File: config.mk
export PLATFORM = sky130hd
export DESIGN_NAME = afifo_wr_arb
export DESIGN_NICKNAME = d
export VERILOG_FILES = /design/src/rtl/afifo_wr_arb.sv
export SDC_FILE = /design/constraint.sdc
export NUM_CORES = 1
export LEC_CHECK = 0
export ABC_AREA = 0
export CAP_MARGIN = 20
export CORE_ASPECT_RATIO = 1.2
export CORE_MARGIN = 5
export CORE_UTILIZATION = 36
export CTS_CLUSTER_SIZE = 12
export DETAILED_ROUTE_END_ITERATION = 8
export GPL_ROUTABILITY_DRIVEN = 0
export PLACE_DENSITY_LB_ADDON = 0.05
export SYNTH_ARGS = -nofsm -noshare
export SYNTH_HDL_FRONTEND = slang
export SYNTH_SLANG_ARGS = --single-unit
export TNS_END_PERCENT = 5
File: constraint.sdc
create_clock -name wclk -period 4.3 [get_ports wclk]
set_input_delay 0.86 -clock wclk [delete_from_list [all_inputs] [get_ports wclk]]
set_output_delay 0.86 -clock wclk [all_outputs]
set_load 0.02 [all_outputs]
File: src/rtl/afifo_wr_arb.sv
// Write-side arbiter for the async FIFO: round-robin sharing of the single write port
// among NREQ wclk-domain requesters, each grant bounded to BURST beats.
module afifo_wr_arb #(
  parameter int unsigned DSIZE = 8,
  parameter int unsigned NREQ  = 4,
  parameter int unsigned BURST = 4,
  parameter int unsigned IDW   = 2
) (
  input  logic                    wclk,
  input  logic                    wrst_n,
  input  logic [NREQ-1:0]         req_valid,
  input  logic [NREQ*DSIZE-1:0]   req_data,
  output logic [NREQ-1:0]         req_ready,
  input  logic                    wfull,
  output logic                    winc,
  output logic [DSIZE-1:0]        wdata,
  output logic [IDW-1:0]          gnt_id,
  output logic                    busy
);

  localparam int unsigned CW = $clog2(BURST) + 1;

  typedef enum logic {StIdle, StXfer} state_e;

  state_e           r_state, w_state_nxt;
  logic [IDW-1:0]   r_gnt_id, w_gnt_id_nxt;
  logic [IDW-1:0]   r_last, w_last_nxt;
  logic [CW-1:0]    r_beat_cnt, w_beat_cnt_nxt;

  logic [IDW-1:0]   w_pick;
  logic             w_pick_found;
  logic             w_sel_valid;
  logic [DSIZE-1:0] w_sel_data;
  logic             w_winc;

  // Round-robin search starting just above the previous owner, wrapping modulo NREQ.
  always_comb begin
    int unsigned idx;
    w_pick       = '0;
    w_pick_found = 1'b0;
    idx          = 0;
    for (int unsigned k = 1; k <= NREQ; k++) begin
      idx = (32'(r_last) + k) % NREQ;
      if (!w_pick_found && req_valid[IDW'(idx)]) begin
        w_pick_found = 1'b1;
        w_pick       = IDW'(idx);
      end
    end
  end

  always_comb begin
    w_sel_valid = 1'b0;
    w_sel_data  = '0;
    for (int unsigned i = 0; i < NREQ; i++) begin
      if (r_gnt_id == IDW'(i)) begin
        w_sel_valid = req_valid[i];
        w_sel_data  = req_data[i*DSIZE +: DSIZE];
      end
    end
  end

  always_comb begin
    w_state_nxt    = r_state;
    w_gnt_id_nxt   = r_gnt_id;
    w_last_nxt     = r_last;
    w_beat_cnt_nxt = r_beat_cnt;
    w_winc         = 1'b0;
    unique case (r_state)
      StIdle: begin
        if (w_pick_found) begin
          w_gnt_id_nxt   = w_pick;
          w_beat_cnt_nxt = '0;
          w_state_nxt    = StXfer;
        end
      end
      StXfer: begin
        w_winc = w_sel_valid & ~wfull;
        if (!w_sel_valid) begin
          // Owner withdrew: release without counting a beat.
          w_last_nxt  = r_gnt_id;
          w_state_nxt = StIdle;
        end else if (w_winc) begin
          w_beat_cnt_nxt = r_beat_cnt + CW'(1);
          if (r_beat_cnt == CW'(BURST - 1)) begin
            w_last_nxt  = r_gnt_id;
            w_state_nxt = StIdle;
          end
        end
      end
      default: w_state_nxt = StIdle;
    endcase
  end

  always_ff @(posedge wclk or negedge wrst_n) begin
    if (!wrst_n) begin
      r_state    <= StIdle;
      r_gnt_id   <= '0;
      r_last     <= IDW'(NREQ - 1);
      r_beat_cnt <= '0;
    end else begin
      r_state    <= w_state_nxt;
      r_gnt_id   <= w_gnt_id_nxt;
      r_last     <= w_last_nxt;
      r_beat_cnt <= w_beat_cnt_nxt;
    end
  end

  always_comb begin
    req_ready = '0;
    for (int unsigned i = 0; i < NREQ; i++) begin
      req_ready[i] = w_winc && (r_gnt_id == IDW'(i));
    end
  end

  assign winc   = w_winc;
  assign wdata  = w_sel_data;
  assign gnt_id = r_gnt_id;
  assign busy   = (r_state == StXfer);

endmodule

# [Word level (Yosys, flattened, before mapping)]
# Cells that the tools add are included.
[word_totals] output_inout_bits=16 elab_cells=76 reg_bits=8
[op_classes] order_cmp=4 n_addsub=5 reduce_logical=14 bitwise_logic=3 n_eq_ne=9 muxes=37
[op_table] cell="$mux W8" count=4
[op_table] cell="$mux W1" count=17
[op_table] cell="$mux W2" count=7
[op_table] cell="$lt A2 B3 Y1 const B" count=4
[op_table] cell="$mux W3" count=3
[op_table] cell="$bmux W1 S2" count=4
[op_table] cell="$ne A2 B1 Y1 const B" count=4
[op_table] cell="$logic_and A1 B1 Y1" count=7
[op_table] cell="$pmux W3 S2" count=1
[op_table] cell="$reduce_and A3 Y1" count=2
[op_table] cell="$add A2 B1 Y2 const B" count=2
[op_table] cell="$add A2 B2 Y2 const B" count=2
[op_table] cell="$eq A2 B2 Y1 const B" count=2
[op_table] cell="$add A3 B1 Y3 const B" count=1
[op_table] cell="$eq A3 B2 Y1 const B" count=1
[op_table] cell="$logic_not A1 Y1" count=3
[op_table] cell="$eq A2 B1 Y1 const B" count=1
[op_table] cell="$logic_not A2 Y1" count=1
[op_table] cell="$ne A2 B2 Y1 const B" count=1
[op_table] cell="$not A1 Y1" count=2
[op_table] cell="$pmux W1 S2" count=1
[op_table] cell="$reduce_and A2 Y1" count=1
[op_table] cell="$and A1 B1 Y1" count=1

# [Depth between registers and ports, before layout]
# Gate-level depths: netlist of the first run.
[logic_depth] ltp_word=15 mapped_depth=6 depth_no_buf=6

# [Worst setup path before layout of the first run]
# No wires, ideal clock.
[synth_path] kind="input -> output" start="input wfull" end="output req_ready[0]" path_buffers=0 required_ns=3.440 setup_slack_ns=1.635 t_arrival_ns=1.805 stages=2 path_cell_list="nand2b_1 nor4b_1"
[synth_via] elab_chain_cells=4
[synth_lines] element="from (decl)" line="14" text="input logic wfull,"
[synth_lines] element="$not A1 Y1" line="77" text="w_winc = w_sel_valid & ~wfull;"
[synth_lines] element="$and A1 B1 Y1" line="77"
[synth_lines] element="$mux W1" line="68" text="unique case (r_state)"
[synth_lines] element="$logic_and A1 B1 Y1" line="111" text="req_ready[i] = w_winc && (r_gnt_id == IDW'(i));"
[synth_lines] element="to (decl)" line="13" text="output logic [NREQ-1:0] req_ready,"
# Every way passes these cells.

# [Final worst setup path of the first run]
[layout_path] start="input req_valid[3]" end="output winc"
[layout_via] elab_chain_cells=3
[layout_lines] element="from (decl)" line="11" text="input logic [NREQ-1:0] req_valid,"
[layout_lines] element="$mux W1" line="55" text="if (r_gnt_id == IDW'(i)) begin"
[layout_lines] element="$and A1 B1 Y1" line="77"
[layout_lines] element="$mux W1" line="68"
[layout_lines] element="to (decl)" line="15" text="output logic winc,"
# Every way passes these cells.

==> out/qor.yml, run 1 <==
run_status:
  run_status: "finished clean"
critical_path:
  startpoint_type: "input port"
  end_kind: "output pin"
  cp_max_fo: 7
  rr_worst_depth: 3
  required_ns: 3.44
  arrival_ns: 2.81
  path_class: "in -> out"
sta:
  worst_slack_ns: 0.635
  setup_tns_ns: 0
  hold_slack_ns: 0.538
  period_minus_slack_ns: 3.67
  period_share_pct: 85.2
  maxSlewHeadroom_pct: 53.4
  grt_setup_unrepaired: "no"
  clock-skew-final_ns: 0.0132
  fmax_mhz: 273
  final_max_slew_viol_count: 0
  worst_slew_pin_slew_ns: 0.699
  hold_viol: 0
  setup_viol: 0
drt:
  vias_per_cell: 5.47
  drc: 0
  ant_nets: 0
  firstDrtPassIters: 4
  drt_iter0_markers: 18
  num_vias: 761
  wire_per_inst_um: 16.5
  finalWirelength_um: 2300
clocking:
  cts_tree: "built"
  cts_root_buf: "clkbuf_4"
  cts_hold_buf: 0
  cts_setup_buffers: 0
  cts_resized: 0
  cts.sinks: 8
  cts_buffers: 3
  clk_path_buf_depth: 2
  cts.clk_slew.worst_paths_ns: 0.05
  htreeDepth: 1
  clkLatencyLatePin_ns: 0.27
global_routing:
  grt_util_all_layers_pct: 15.9
  grt_max_degree: 17
  grt_pass1_wl_um: 3650
  gr-total-overflow: 0
  grt_pass1_vias: 784
  antenna_found_initial: 0
cells_and_area:
  area_growth_pct: 76.2
  final_area_mm2: 0.00131
  instances_no_fill: 139
  drive_above_1_share_pct: 15.1
  num_antenna_cells: 0
  nNetsFinal: 161
logic_synthesis:
  yosysSeqAreaShare_pct: 27.4
  synth_area_per_cell_um2: 11.4
  yosysWarnings: 0
  yosysTopAreaCell: "mux4_2"
  syn_inst: 65
  synth_top_area_share_pct: 27.4
  yosys_register_bits: 8
  syn-cell-area_um2: 741
  ys_types: 31
  yosys-top-cells-area: "mux4_2 27%, dfrtp_1 20%, dfstp_2 7.1%"
  synth_nets: 106
die:
  core_mm2: 0.00200
  die_area_mm2: 0.00307
  initial_core_util_pct: 37.0
  io_pins: 55
  die_x_um: 51.4
  die_y_um: 59.7
  rows: 18
worst_hold_path:
  whs_path_depth: 2
  hold_class: "reg -> reg"
pwr:
  ir_drop_uv: 377
  leakage_nw: 0.496
  powerDensity_mw_per_mm2: 544
flow_run:
  drv_cap: 0
placed_design:
  dp.cells: 135
  portBuffers: 54
  placed_area_mm2: 0.00128
  place_hpwl_um: 1880
  place_ws_ns: 0.641
==> layer usage <==
| layer | wire length [um] | track usage [%] | vias to the layer above | share of wire, % |
|---|---|---|---|---|
| met3 | 204 | 2.99 | 5 | 8.9 |
| li1 | - | - | 357 | - |
| met2 | 1160 | 27.5 | 38 | 50 |
| met1 | 885 | 18.2 | 361 | 38 |
| met4 | 54 | 8.99 | 0 | 2.3 |
| met5 | 0 | 0 | - | 0 |
==> cells in the mapped netlist (all sizes together) <==
| cell type | instances |
|---|---|
| xnor2 | 1 |
| inv | 4 |
| mux2 | 1 |
| nand2b | 3 |
| nor3 | 2 |
| a31o | 1 |
| nor4 | 2 |
| nor4b | 1 |
| or2 | 1 |
| nor2 | 2 |
| mux2i | 5 |
| dfrtp | 6 |
| nor2b | 1 |
| buf | 4 |
| dfstp | 2 |
| o21ai | 4 |
| nand2 | 6 |
| a21oi | 2 |
| and2 | 1 |
| a211o | 1 |
| mux4 | 9 |
| o41a | 1 |
| ha | 2 |
| a21boi | 1 |
| o22ai | 1 |
| a31oi | 1 |
==> cell usage in the layout, fill, tap and decap left out <==
| master | instances |
|---|---|
| xnor2_1 | 1 |
| o41a_1 | 1 |
| clkdlybuf4s50_1 | 54 |
| nor4_1 | 1 |
| ha_1 | 2 |
| nand2_1 | 6 |
| o22ai_1 | 1 |
| nor4_2 | 1 |
| a21boi_2 | 1 |
| inv_1 | 4 |
| nor3_1 | 2 |
| a21oi_1 | 2 |
| dfstp_2 | 2 |
| clkbuf_4 | 3 |
| nor4b_1 | 1 |
| a31oi_1 | 1 |
| mux4_2 | 9 |
| o21ai_0 | 3 |
| a31o_1 | 1 |
| clkbuf_1 | 1 |
| mux2i_1 | 5 |
| nor2_1 | 2 |
| or2_1 | 1 |
| o21ai_1 | 1 |
| a211o_1 | 1 |
| nor2b_4 | 1 |
| and2_4 | 1 |
| nand2b_1 | 3 |
| mux2_1 | 1 |
| dfrtp_1 | 6 |
==> cells by family (layout without fill, tap and decap cells) <==
family	count (synthesis)	after routing	synth area share, %
multiplexers	15	15	35.6
buffers and inverters	8	62	5.74
XOR/XNOR	1	1	1.18
adder cells (fa/ha/maj)	2	2	3.38
AND/OR/NAND/NOR	19	19	15.5
flip-flops	8	8	27.4
AO/OA/AOI/OAI	12	12	11.1
==> critical path: stages <==
cell and delay [ns]:
clkdlybuf4s50_1 0.52, mux4_2 0.56, nor2b_4 0.17, and2_4 0.16
clkdlybuf4s50_1 0.53
==> layout make-up <==
| class | count | area (um2) |
|---|---|---|
| clock buffers | 4 | 26.3 |
| fillers | 172 | 699 |
| inverters | 4 | 15.0 |
| multi-input cells | 49 | 495 |
| flip-flops and latches | 8 | 203 |
| well taps | 20 | 25.0 |
| repair buffers | 54 | 541 |
==> power by group <==
part | total, mW | internal, mW | switching (mW)
Combinational | 0.449 | 0.271 | 0.178
Clock | 0.0635 | 0.0356 | 0.0278
Sequential | 0.198 | 0.113 | 0.0844
Total | 0.710 | 0.420 | 0.291
==> path summary, 6_finish.rpt <==
| check | start | endpoint | slack, ns |
|---|---|---|---|
| min in group asynchronous | wrst_n | gnt_id[0]$_DFFE_PN0P_ | 0.87 |
| hold reg to reg | r_last[0]$_DFFE_PN1P_ | r_last[0]$_DFFE_PN1P_ | 0.54 |
| max in group asynchronous | wrst_n | r_last[0]$_DFFE_PN1P_ | 3.12 |
| hold / removal | r_last[0]$_DFFE_PN1P_ | r_last[0]$_DFFE_PN1P_ | 0.54 |
| setup / recovery | req_valid[3] | winc | 0.63 |
| setup reg to reg | gnt_id[1]$_DFFE_PN0P_ | r_last[1]$_DFFE_PN1P_ | 2.37 |
==> registers in the layout, indices dropped and copies added (netlist names) <==
signal	count
r_beat_cnt	3
busy	1
r_last	2
gnt_id	2
==> per-stage QoR <==
stage | util, % | total power [mW]
final | 65.1 | 0.710
after global routing | 65.1 | 0.761
after CTS | 65.1 | 0.723
after detailed placement | 63.8 | 0.656
after global placement | 63.8 | 0.649
after floorplan | - | 0.476
Note: power is estimated with default switching activity, not from simulation.
==> run 2: changes to the inputs <==
- ABC_CLOCK_PERIOD_IN_PS: default -> 4300
- SKIP_LAST_GASP: default -> 1
==> results of run 2 <==
The final DEF is identical to that of run 1; final timing and power are the same.
==> run 3: changes to the inputs <==
- CORE_ASPECT_RATIO: 1.2 -> default
==> out/qor.yml, run 3 (same netlist as run 1, synthesis figures left out) <==
run_status:
  run_status: "finished clean"
sta:
  fmax_mhz: 275
  hold_slack_ns: 0.536
  worst_slew_pin_slew_ns: 0.746
  grt_setup_unrepaired: "no"
  maxSlewHeadroom_pct: 50.3
  setup_tns_ns: 0
  clock-skew-final_ns: 0.0135
  period_share_pct: 84.7
  period_minus_slack_ns: 3.64
  final_max_slew_viol_count: 0
  setup_viol: 0
  hold_viol: 0
cells_and_area:
  area_growth_pct: 77.4
  drive_above_1_share_pct: 15.1
  layout_commonest_cell: "clkdlybuf4s50_1"
  largest_register_ffs: 3
  fin_util_pct: 67.0
  num_antenna_cells: 0
  nNetsFinal: 161
  largest-register: "r_beat_cnt"
  layout.cells.most_common_list: "54 x clkdlybuf4s50_1, 9 x mux4_2, 6 x nand2_1, 6 x dfrtp_1, 5 x mux2i_1"
global_routing:
  grt_pass1_wl_um: 3680
  grt_pass1_vias: 727
  gr-total-overflow: 0
  grt_util_all_layers_pct: 15.2
  antenna_found_initial: 0
  grt_max_degree: 17
critical_path:
  path_class: "in -> out"
  required_ns: 3.44
  ff2ff_setup_slack_ns: 2.37
  cp_max_fo: 7
  cp-startpoint: "req_valid[3]"
  rr_startpoint: "gnt_id[1]$_DFFE_PN0P_"
  end_kind: "output pin"
  arrival_ns: 2.78
  startpoint_type: "input port"
die:
  initial_core_util_pct: 37.8
  rows: 16
  die_y_um: 55.4
  die_x_um: 55.4
  core_mm2: 0.00196
  die_area_mm2: 0.00306
  io_pins: 55
worst_hold_path:
  min_from: "r_last[0]$_DFFE_PN1P_"
  hold_class: "reg -> reg"
drt:
  drc: 0
  ant_nets: 0
  drt_iter0_markers: 19
  vias_per_cell: 5.02
  num_vias: 733
  firstDrtPassIters: 4
  wire_per_inst_um: 15.9
  finalWirelength_um: 2320
clocking:
  cts_tree: "built"
  clk_path_buf_depth: 2
  cts_setup_buffers: 0
  cts.clk_slew.worst_paths_ns: 0.05
  cts_root_buf: "clkbuf_4"
  cts_hold_buf: 0
  cts_buffers: 3
  cts.sinks: 8
  htreeDepth: 1
  cts_resized: 0
  clkLatencyLatePin_ns: 0.26
pwr:
  powerDensity_mw_per_mm2: 540
  ir_drop_uv: 431
  finalPower_uw: 710
  leakage_nw: 0.496
flow_run:
  drv_cap: 0
placed_design:
  portBuffers: 54
## run 3: cell counts in the layout (fill, tap and decap cells not counted)
Identical to the previous run, type by type.
## run 3: critical path: stages
cell	delay (ns)
clkdlybuf4s50_1	0.51
mux4_2	0.55
nor2b_4	0.16
and2_4	0.16
clkdlybuf4s50_1	0.53
## run 3: final timing paths
| path | end | depth (start not counted) |
|---|---|---|
| hold reg to reg | r_last[0]$_DFFE_PN1P_ | 2 |
| hold / removal | r_last[0]$_DFFE_PN1P_ | 2 |
| setup reg to reg | r_last[1]$_DFFE_PN1P_ | 3 |
| setup / recovery | winc | 5 |
| max in group asynchronous | r_last[0]$_DFFE_PN1P_ | 1 |
| min in group asynchronous | r_beat_cnt[2]$_DFFE_PN0P_ | 1 |
## run 3: cell type report
cell class                      count  area, um2
Multi-Input combinational cell     49        495
Inverter                            4       15.0
Tap cell                           27       33.8
Clock buffer                        4       26.3
Sequential cell                     8        203
Timing Repair Buffer               54        541
Fill cell                         172        648
## run 3: routing by layer
layer	track usage (%)	share of wire, %
met2	27.9	55
met3	4.90	4.7
met5	0	0
met1	17.1	40
met4	3.13	0.34
## run 3: metrics by stage
stage,setup slack [ns],instances,cell area [um2]
6_report,0.658,146,1310
2_1_floorplan,1.63,65,741
4_1_cts,0.649,146,1310
3_5_place_dp,0.649,142,1290
5_1_grt,0.610,146,1310
3_3_place_gp,0.669,142,1290
## run 3: where the power goes
group / total [mW] / leakage (nW) / internal, mW / switching (mW)
combinational: 0.449 / 0.385 / 0.271 / 0.178
sequential: 0.198 / 0.0962 / 0.113 / 0.0844
clock: 0.0632 / 0.0150 / 0.0356 / 0.0275
total: 0.710 / 0.496 / 0.420 / 0.290
